File: config.mk
export PLATFORM = sky130hd
export DESIGN_NAME = div_sqrt_sched_mvp
export DESIGN_NICKNAME = d
export VERILOG_FILES = /design/src/rtl/div_sqrt_sched_mvp.sv
export SDC_FILE = /design/constraint.sdc
export NUM_CORES = 1
export LEC_CHECK = 0
export ABC_AREA = 1
export ABC_CLOCK_PERIOD_IN_PS = 7500
export CORE_MARGIN = 2
export CORE_UTILIZATION = 40
export CTS_CLUSTER_DIAMETER = 150
export CTS_CLUSTER_SIZE = 28
export DETAILED_ROUTE_END_ITERATION = 10
export HOLD_SLACK_MARGIN = 0.06
export SYNTH_ARGS = -nofsm -noshare
export SYNTH_HDL_FRONTEND = slang
export SYNTH_SLANG_ARGS = --single-unit
File: constraint.sdc
create_clock -name Clk_CI -period 7.5 [get_ports Clk_CI]
set_input_delay 1.5 -clock Clk_CI [delete_from_list [all_inputs] [get_ports Clk_CI]]
set_output_delay 1.5 -clock Clk_CI [all_outputs]
set_load 0.02 [all_outputs]
File: src/rtl/div_sqrt_sched_mvp.sv
// div_sqrt_sched_mvp
// Round-robin scheduler and iteration sequencer for a shared iterative
// div/sqrt datapath. Picks one of NUM_REQ requesters, latches its operation,
// then walks the datapath through LOAD -> ITER -> FIN and pulses Done back
// to the requester that owns the operation.
//
// Ports:
//   Clk_CI, Rst_RI          clock, async active-high reset
//   Valid_SI / Ready_SO     per-requester handshake (Ready only in IDLE)
//   Op_SI, Format_SI,
//   Special_SI              per-requester operation description
//   Precision_Ctl_SI        0 = full precision, else mantissa bits incl. hidden
//   Iteration_Unit_Num_SI   quotient bits per cycle minus one
//   Kill_SI                 abort current operation
//   Div_start_SO,
//   Sqrt_start_SO           one-cycle start pulse in LOAD
//   Format_SO, Owner_DO     latched format / owner of current operation
//   Iter_Cnt_DO,
//   Iter_Last_SO            remaining iterations, final-iteration flag
//   Busy_SO, Done_SO        activity flag, one-cycle completion per owner
module div_sqrt_sched_mvp #(
  parameter int NUM_REQ = 2,
  parameter int CNT_W   = 6
) (
  input  logic                 Clk_CI,
  input  logic                 Rst_RI,
  input  logic [NUM_REQ-1:0]   Valid_SI,
  output logic [NUM_REQ-1:0]   Ready_SO,
  input  logic [NUM_REQ-1:0]   Op_SI,
  input  logic [2*NUM_REQ-1:0] Format_SI,
  input  logic [NUM_REQ-1:0]   Special_SI,
  input  logic [5:0]           Precision_Ctl_SI,
  input  logic [1:0]           Iteration_Unit_Num_SI,
  input  logic                 Kill_SI,
  output logic                 Div_start_SO,
  output logic                 Sqrt_start_SO,
  output logic [1:0]           Format_SO,
  output logic [CNT_W-1:0]     Iter_Cnt_DO,
  output logic                 Iter_Last_SO,
  output logic [1:0]           Owner_DO,
  output logic                 Busy_SO,
  output logic [NUM_REQ-1:0]   Done_SO
);

  typedef enum logic [1:0] {S_IDLE, S_LOAD, S_ITER, S_FIN} state_t;

  state_t           r_state, w_stateNext;
  logic [1:0]       r_ptr;
  logic             r_op;
  logic             r_special;
  logic [1:0]       r_fmt;
  logic [1:0]       r_owner;
  logic [CNT_W-1:0] r_cntInit;
  logic [CNT_W-1:0] r_cnt;

  logic             w_found;
  logic [1:0]       w_winner;
  logic             w_winOp;
  logic [1:0]       w_winFmt;
  logic             w_winSpec;
  logic             w_accept;
  logic [1:0]       w_ptrNext;
  logic [5:0]       w_full;
  logic [5:0]       w_prec;
  logic [6:0]       w_bits;
  logic [6:0]       w_n;
  logic [CNT_W-1:0] w_nm1;

  // Round-robin search: scan offsets from the pointer outward and take the
  // first asserted Valid. The inner loop keeps every index a constant.
  always_comb begin
    w_found   = 1'b0;
    w_winner  = '0;
    w_winOp   = 1'b0;
    w_winFmt  = '0;
    w_winSpec = 1'b0;
    for (int k = 0; k < NUM_REQ; k++) begin
      for (int i = 0; i < NUM_REQ; i++) begin
        if (!w_found && Valid_SI[i] && ((int'(r_ptr) + k) % NUM_REQ == i)) begin
          w_found   = 1'b1;
          w_winner  = 2'(i);
          w_winOp   = Op_SI[i];
          w_winFmt  = Format_SI[2*i +: 2];
          w_winSpec = Special_SI[i];
        end
      end
    end
  end

  assign w_accept  = (r_state == S_IDLE) && !Kill_SI && w_found;
  assign w_ptrNext = (int'(w_winner) == NUM_REQ - 1) ? 2'd0 : w_winner + 2'd1;

  always_comb begin
    Ready_SO = '0;
    for (int i = 0; i < NUM_REQ; i++) begin
      Ready_SO[i] = w_accept && (w_winner == 2'(i));
    end
  end

  // Iteration count for the winner: precision clamped to the format's full
  // mantissa, two extra bits for guard and round, divided (rounding up) by
  // the number of quotient bits produced per cycle.
  always_comb begin
    w_full = 6'd24;
    case (w_winFmt)
      2'b00: w_full = 6'd24;
      2'b01: w_full = 6'd53;
      2'b10: w_full = 6'd11;
      2'b11: w_full = 6'd8;
      default: w_full = 6'd24;
    endcase
    w_prec = ((Precision_Ctl_SI == 6'd0) || (Precision_Ctl_SI > w_full)) ?
             w_full : Precision_Ctl_SI;
    w_bits = {1'b0, w_prec} + 7'd2;
    w_n    = w_bits;
    case (Iteration_Unit_Num_SI)
      2'd0: w_n = w_bits;
      2'd1: w_n = (w_bits + 7'd1) >> 1;
      2'd2: w_n = (w_bits + 7'd2) / 7'd3;
      2'd3: w_n = (w_bits + 7'd3) >> 2;
      default: w_n = w_bits;
    endcase
    w_nm1 = CNT_W'(w_n - 7'd1);
  end

  // State register plus everything latched at accept. The counter is loaded
  // in LOAD and only decrements while nonzero, so it never wraps.
  always_ff @(posedge Clk_CI or posedge Rst_RI) begin
    if (Rst_RI) begin
      r_state   <= S_IDLE;
      r_ptr     <= '0;
      r_op      <= 1'b0;
      r_special <= 1'b0;
      r_fmt     <= '0;
      r_owner   <= '0;
      r_cntInit <= '0;
      r_cnt     <= '0;
    end else begin
      r_state <= w_stateNext;
      if (w_accept) begin
        r_op      <= w_winOp;
        r_special <= w_winSpec;
        r_fmt     <= w_winFmt;
        r_owner   <= w_winner;
        r_cntInit <= w_nm1;
        r_ptr     <= w_ptrNext;
      end
      if (Kill_SI && (r_state != S_IDLE)) begin
        r_cnt <= '0;
      end else if (r_state == S_LOAD) begin
        r_cnt <= r_cntInit;
      end else if ((r_state == S_ITER) && (r_cnt != '0)) begin
        r_cnt <= r_cnt - 1'b1;
      end
    end
  end

  // Next-state logic; a kill outside IDLE overrides every other transition.
  always_comb begin
    w_stateNext = r_state;
    case (r_state)
      S_IDLE: if (w_accept) w_stateNext = S_LOAD;
      S_LOAD: w_stateNext = r_special ? S_FIN : S_ITER;
      S_ITER: if (r_cnt == '0) w_stateNext = S_FIN;
      S_FIN:  w_stateNext = S_IDLE;
      default: w_stateNext = S_IDLE;
    endcase
    if (Kill_SI && (r_state != S_IDLE)) begin
      w_stateNext = S_IDLE;
    end
  end

  always_comb begin
    Done_SO = '0;
    for (int i = 0; i < NUM_REQ; i++) begin
      Done_SO[i] = (r_state == S_FIN) && !Kill_SI && (r_owner == 2'(i));
    end
  end

  assign Div_start_SO  = (r_state == S_LOAD) && !r_op;
  assign Sqrt_start_SO = (r_state == S_LOAD) && r_op;
  assign Format_SO     = r_fmt;
  assign Owner_DO      = r_owner;
  assign Iter_Cnt_DO   = r_cnt;
  assign Iter_Last_SO  = (r_state == S_ITER) && (r_cnt == '0);
  assign Busy_SO       = (r_state != S_IDLE);

endmodule

# After elaboration in Yosys (flattened, before gate mapping)
# Index checks and enable logic that the tools add are counted.
# Widths: inputs -> output; s select.
# word_totals
register_bits	21
in_bits	21
out_inout_bits	18
# classes
n_addsub	8
n_div	1
order_cmp	1
n_eq_ne	15
mux	31
bitwise_logic	1
reduce_logical	38
# ops
op	n
$logic_not 32->1	2
$pmux 6 s4	2
$mux 6	4
$logic_and 1x1->1	19
$mux 2	9
$eq 2x2->1 const B	8
$mux 1	15
$add 7x2->7 const B	2
$logic_not 6->1	2
$sub 6x1->6 const B	2
$eq 2x1->1 const B	5
$logic_not 2->1	5
$pmux 2 s4	1
$add 6x2->7 const B	1
$add 7x1->7 const B	1
$div 7x2->7 const B	1
$gt 6x6->1	1
$ne 3x2->1 const B	2
$reduce_bool 6->1	1
$logic_not 1->1	5
$reduce_bool 3->1	1
$add 1x1->1 const B	2
$reduce_and 2->1	1
$reduce_bool 2->1	1
2 further kinds	2

# Longest topological paths before layout
# Gate-level depths: netlist (run 1).
# depth
ltp_word	25
mapped_depth	62
mapped_depth_nobuf	62

# Worst setup path after synthesis (run 1)
# No wires, ideal clock.
# synth_timing
path_type	input to register
startpoint	in Valid_SI[1]
endpoint	reg r_cntInit[4]
setup_time_ns	0.131
arrival_ns	8.053
required_ns	7.369
slack_ns	-0.684
cell_stages	57
path_cell_list	inv_1 > o21ai_0 > o22ai_1 > inv_1 > ha_1 > nor2_1 > ha_1 > nand2_2 > inv_1 > nand2_1 > nand3_2 > nand2_4 > nand2_8 > nand2_8 > inv_1 > a21oi_1 > inv_1 > ha_1 > [... 21 more ...] > nor2_2 > nand3_4 > nand2_1 > nand2_1 > ha_1 > a21oi_1 > nand2_1 > nand2_1 > nand3_1 > nand2_1 > nand2_2 > nand2_4 > ha_1 > inv_1 > nor2_1 > nand2_1 > xnor2_1 > o21ai_1
# synth_between
elab_chain_cells	21
# synth_lines
item	line	source
from (decl)	27	input logic [NUM_REQ-1:0] Valid_SI,
$logic_and 1x1->1 (2 in series)	79	if (!w_found && Valid_SI[i] && ((int'(r_ptr) + k) % NUM_REQ == i)) begin
$mux 1	79	
$logic_not 1->1	79	
$logic_and 1x1->1 (2 in series)	79	
$mux 1	79	
$logic_not 1->1	79	
$logic_and 1x1->1 (2 in series)	79	
$mux 2 (*)	79	
net w_winFmt[1]	59	logic [1:0] w_winFmt;
[... 2 more ...]	n/a	
$gt 6x6->1	112	w_prec = ((Precision_Ctl_SI == 6'd0) || (Precision_Ctl_SI > w_full)) ?
$logic_or 1x1->1	112	
$mux 6 (*)	112	
$add 6x2->7 (*)	114	w_bits = {1'b0, w_prec} + 7'd2;
$add 7x2->7	119	2'd2: w_n = (w_bits + 7'd2) / 7'd3;
$div 7x2->7	119	
$pmux 6 s4 (*)	116	case (Iteration_Unit_Num_SI)
$sub 6x1->6 (*)	123	w_nm1 = CNT_W'(w_n - 7'd1);
to (signal assigned)	145	r_cntInit <= w_nm1;
to (decl)	53	logic [CNT_W-1:0] r_cntInit;
# The timed path passes the listed nets; every way through them passes the cells marked *.
# A chain may end at the register's enable or synchronous reset.

# Final worst setup path (run 1)
# Ends and elaborated chain as after synthesis.

==> out/qor.yml, run 1 <==
status: "completed"
drc: 0
setup_viol: 0
setup.worst_path.start_class: "input port"
cts_sinks: 20
place_hpwl_um: 6330
rows: 31
dr.pass1.iters: 4
yosys_warnings: 0
antennaDiodeCount: 0
crit_slowest_cell: "ha_1"
fill_cells: 630
min_path_cells: 2
synth_area_leaders: "dfrtp_1 17%, ha_1 13%, nand2_1 13%"
drive_gt1_share_pct: 38.35
die_y_um: 89.61
via_per_inst: 4.888
min_period_over_period_pct: 96.01
area_delta_synth_final_pct: 56.76
slew_headroom_pct: 49.01
finalHoldViolations: 0
crit_arrival_ns: 7.34
final_common_cell: "buf_4"
start_util_pct: 40.85
layout.cells.non_filler: 670
tightest_slew_ns: 0.7640
ant_nets: 0
syn-num-nets: 491
slowest_delay_ns: 0.30
power.total_w: 0.002016
routed_wl_um: 8463
cts_tree: "built"
cp-end-kind: "flip-flop"
multi_input_comb_area_um2: 2472
synthArstFlopShare_pct: 100.0
die_w_um: 89.61
seq_area_frac_synth_pct: 17.07
io_pins: 39
synth_area_per_cell_um2: 6.678
die_area_um2: 8030
syn_area_um2: 2932
drt_iter0_markers: 102
final_util_pct: 64.05
min-delay-path-class: "reg -> reg"
fin_crit_ns: 7.201
io_buffers: 37
power_density_nw_per_um2: 438.7
grt_max_degree: 21
gp_congestion: 0.8809
grtUsageTotal_pct: 20.34
syn-instance-count: 439
synth.ff_latch_count: 20
ir_worst_vdd_mv: 0.2329
grt_first_pass_wirelength_um: 13190
slew_viol_final: 0
clock_path_buffers: 2
insertion_delay_ns: 0.26
cts_hold_buf: 0
cp.required_ns: 7.64
setup_tns_ns: 0
yosysTopAreaCell: "dfrtp_1"
wl_per_cell_um: 12.63
grt_pass1_vias: 3068
synth-edff-count: 0
ctsRootBufferMaster: "clkbuf_8"
drv_cap: 0
seqCellArea_um2: 500.5
max_freq_mhz: 138.9
finClkSkew_ns: 0.001523
critPathMostFrequentCell: "nand2_4"
reg2reg_depth: 55
synth_top_cell_area_share_pct: 17.07
core_area_um2: 7176
layout_common_cells: "94 x buf_4, 83 x nand2_1, 61 x inv_1"
grt-ovfl-total: 0
yosys.cell_types.count: 45
final_nets: 624
cp_max_fo: 7
total_leakage_power_nw: 2.323
cts_buffers: 3
num_vias: 3275
clkTransAtPathRegs_ns: 0.07
synth_top_flop_cell: "dfrtp_1"
h-tree-depth: 1
critPathKind: "in -> reg"
dpl.cell_count: 640
antenna_found_initial: 0
-- metrics by stage --
stage | worst slack, ns | instance area [um2] | hold WS (ns)
global route | -0.08520 | 4596 | 0.5227
detailed placement | -0.5961 | 4003 | 0.4764
global placement | -0.3163 | 4003 | 0.4678
CTS | 0.003499 | 4279 | 0.4944
floorplan | 0.003075 | 3010 | 0.4438
finish | 0.2990 | 4596 | 0.4876
-- cell families after synthesis --
group	Yosys count	share of synthesized area (%)
and+or+nand+nor	227	42.30
buffers and inverters	89	11.61
AOI/OAI and AO/OA	62	12.89
adders and majority gates	31	13.23
DFF	20	17.07
xor gates and xnor gates	7	2.091
muxes	2	0.6829
other	1	0.1279
-- registers in the layout, summed over array words and instances, names as in the netlist --
register,cells
r_op,1
r_ptr,1
Owner_DO,1
r_special,1
r_cntInit,6
r_state,2
Format_SO,2
Iter_Cnt_DO,6
-- layout make-up --
class                   count  share of cell area [%]
inverters                  84                   7.351
well taps                  99                   2.695
repair buffers            133                   24.07
flip-flops and latches     20                   10.89
multi-input cells         330                   53.80
clock buffers               4                   1.198
-- routing by layer --
| metal | GRT usage [%] | routed length [um] | vias up |
|---|---|---|---|
| met5 | 0 | 0 | - |
| met4 | 4.206 | 134 | 0 |
| met3 | 0.9141 | 155 | 12 |
| met2 | 39.44 | 4582 | 41 |
| met1 | 24.60 | 3592 | 1533 |
| li1 | - | - | 1689 |
-- path summary, 6_finish.rpt --
check | startpoint | slack [ns] | to
max in group asynchronous | Rst_RI | 5.34 | Iter_Cnt_DO[2]
min in group asynchronous | Rst_RI | 1.69 | r_op
setup / recovery | Valid_SI[1] | 0.30 | r_cntInit[4]
hold reg to reg | Format_SO[1] | 0.49 | Format_SO[1]
hold / removal | Format_SO[1] | 0.49 | Format_SO[1]
setup reg to reg | r_ptr[0] | 1.23 | r_cntInit[4]
-- worst max-delay path: cells and delay by family --
family | cells | cell delay, ns
simple gates | 33 | 2.71
fa+ha+maj | 7 | 1.42
buf+inv | 9 | 0.65
compound gates | 6 | 0.92
xor+xnor | 1 | 0.13
-- what timing repair did --
action	4_1_cts	5_1_grt
setup endpoints to repair	5	5
pin swaps	18	41
buffers inserted	13	13
resized for setup	29	61
-- cells in the mapped netlist, types with 2 or more instances --
cell type	count
a31oi_1	4
nand2_4	10
o22ai_1	8
o211ai_1	3
o21ai_1	3
xor2_1	6
nand3_1	30
nand2_2	19
buf_2	2
nor2_1	31
nor3_1	2
dfrtp_1	20
mux2i_1	2
ha_1	31
nand4_1	12
inv_2	4
nand2_1	98
nand3_2	11
o21ai_0	20
o21ai_2	2
nand3_4	2
clkbuf_1	2
nor2_2	3
nand3b_1	2
a21oi_1	11
inv_1	80
nand2_8	2
o21bai_1	2
-- report_power, final --
| group | switching, W | leakage [nW] | internal, W |
|---|---|---|---|
| registers | 0.0000350 | 0.251 | 0.000158 |
| clock network | 0.0000352 | 0.0288 | 0.0000467 |
| logic | 0.000940 | 2.04 | 0.000800 |
Power figures use the tool's default switching activity.
==> run 2, diff against run 1 <==
--- a/config.mk
+++ b/config.mk
@@ -12,6 +12,7 @@
 export CTS_CLUSTER_DIAMETER = 150
 export CTS_CLUSTER_SIZE = 28
 export DETAILED_ROUTE_END_ITERATION = 10
+export GPL_TIMING_DRIVEN = 0
 export HOLD_SLACK_MARGIN = 0.06
 export SYNTH_ARGS = -nofsm -noshare
 export SYNTH_HDL_FRONTEND = slang
==> out/qor.yml, run 2 (synthesis results as in run 1) <==
antenna_found_initial: 0
critical-path-top-delay-family: "simple AND/OR/NAND/NOR gates"
gp_congestion: 0.8953
worstReg2RegStart: "r_ptr[0]"
cp.required_ns: 7.68
area_delta_synth_final_pct: 48.19
p_int_w: 0.0008611
cp-end-kind: "flip-flop"
cts_sinks: 20
io_pins: 39
reg2reg_depth: 55
cts_tree: "built"
drv_cap: 0
via_per_inst: 5.002
cp_num_buf_inv: 10
grtUsageTotal_pct: 19.60
core_area_um2: 7176
antennaDiodeCount: 0
final_util_pct: 60.54
top_layer: "met4"
place_hpwl_um: 5576
crit_slowest_cell: "ha_4"
total_leakage_power_nw: 2.135
die_w_um: 89.61
ant_nets: 0
rsz0062_at_grt: "yes"
min-delay-path-class: "reg -> reg"
final_common_cell: "nand2_1"
grt-ovfl-total: 0
cts_buffers: 3
setup.worst_path.start_class: "input port"
grt_first_pass_wirelength_um: 12870
slew_headroom_pct: 11.81
grt_pass1_vias: 2958
setup_viol: 0
routed_wl_um: 7812
slew_viol_final: 0
insertion_delay_ns: 0.25
io_buffers: 37
critPathMostFrequentCell: "nand2_4"
slowest_delay_ns: 0.28
drc: 0
dr.pass1.iters: 5
tightest_slew_ns: 1.290
rows: 31
worst_slack_ns: 0.3099
start_util_pct: 40.85
wl_met1_um: 3256
drt_iter0_markers: 119
fin_crit_ns: 7.190
min_period_over_period_pct: 95.87
grt_max_degree: 21
final_nets: 582
swShare_pct: 53.77
rrSetupSlack_ns: 1.16
crit_arrival_ns: 7.37
min_from: "r_cntInit[1]"
pwr-share-comb_pct: 86.0
clkTransAtPathRegs_ns: 0.07
layout.cells.non_filler: 627
wl_per_cell_um: 12.46
post-place-ws_ns: -1.358
crit_path_end: "r_cntInit[4]"
dpl.cell_count: 575
finalHoldViolations: 0
status: "completed"
clock_path_buffers: 2
finClkSkew_ns: 0.003630
layout_common_cells: "83 x nand2_1, 60 x inv_1, 50 x buf_4"
power_density_nw_per_um2: 428.7
clock_power_share_pct: 3.6
critPathKind: "in -> reg"
h-tree-depth: 1
wl_met2_um: 4263
die_area_um2: 8030
drive_gt1_share_pct: 33.71
ir_worst_vdd_mv: 0.3740
die_y_um: 89.61
max_freq_mhz: 139.1
met3_length_um: 229
seqPwrFrac_pct: 10.4
critical_path.startpoint: "Valid_SI[0]"
reg2reg_to: "r_cntInit[4]"
cp_max_fo: 7
power.total_w: 0.001863
num_vias: 3136
ctsRootBufferMaster: "clkbuf_8"
power_switching_w: 0.001001
crit_cells: 56
==> run 2: cell types whose count changed in the layout (fill, tap and decap cells not counted), sizes merged <==
cell	previous run	this run
dlymetal6s2s	5	4
clkinvlp	0	1
buf	96	54
inv	84	83
==> run 2: area by class of cell <==
| class | count | area [um2] |
|---|---|---|
| Buffer | 4 | 20.02 |
| Clock buffer | 3 | 41.29 |
| Fill cell | 626 | 2831 |
| Inverter | 84 | 346.6 |
| Multi-Input combinational cell | 330 | 2529 |
| Sequential cell | 20 | 500.5 |
| Tap cell | 99 | 123.9 |
| Timing Repair Buffer | 87 | 783.3 |
==> run 2: stage by stage <==
stage	hold slack, ns	instance area [um2]	setup TNS [ns]
after global routing	0.5117	4344	-0.1335
after global placement	0.4633	3505	-5.443
after floorplan	0.4438	3010	0
after CTS	0.4938	4040	0
final	0.4894	4344	0
after detailed placement	0.4752	3505	-6.268
==> run 2: timing repair <==
action | CTS | global route
resized for setup | 50 | 58
buffers inserted | 37 | 13
setup endpoints to repair | 6 | 5
hold buffers | 0 | 0
pin swaps | 34 | 49
==> run 2: worst reg2reg max path, delay by kind of cell, from the launching register on <==
family	cells	cell delay (ns)
adder cells (fa/ha/maj)	7	1.32
flip-flops	1	0.36
AO/OA/AOI/OAI	6	1.01
XOR/XNOR	1	0.12
AND/OR/NAND/NOR	32	2.74
buffers and inverters	9	0.74
==> run 2: power groups by stage <==
stage | Clock, W | Combinational, W | Sequential, W
final | 0.0000673 | 0.00160 | 0.000194
after global routing | 0.0000743 | 0.00178 | 0.000202
after CTS | 0.0000710 | 0.00144 | 0.000194
after detailed placement | 0 | 0.00124 | 0.000196
after global placement | 0 | 0.00122 | 0.000194
after floorplan | 0 | 0.000953 | 0.000214
==> run 2: how the worst min path moves through the flow <==
| stage | endpoint | cells past startpoint | slack (ns) |
|---|---|---|---|
| floorplan | r_cntInit[5] | 2 | 0.44 |
| global placement | r_cntInit[1] | 2 | 0.46 |
| detailed placement | r_special | 2 | 0.48 |
| CTS | r_special | 2 | 0.49 |
| global route | r_special | 2 | 0.51 |
| finish | r_cntInit[1] | 2 | 0.49 |
==> run 2: layer usage <==
metal  up-vias  track usage, %
li1       1609               -
met1      1467           23.51
met3         6           1.371
met4         0           3.664
met5         -               0
met2        54           38.10
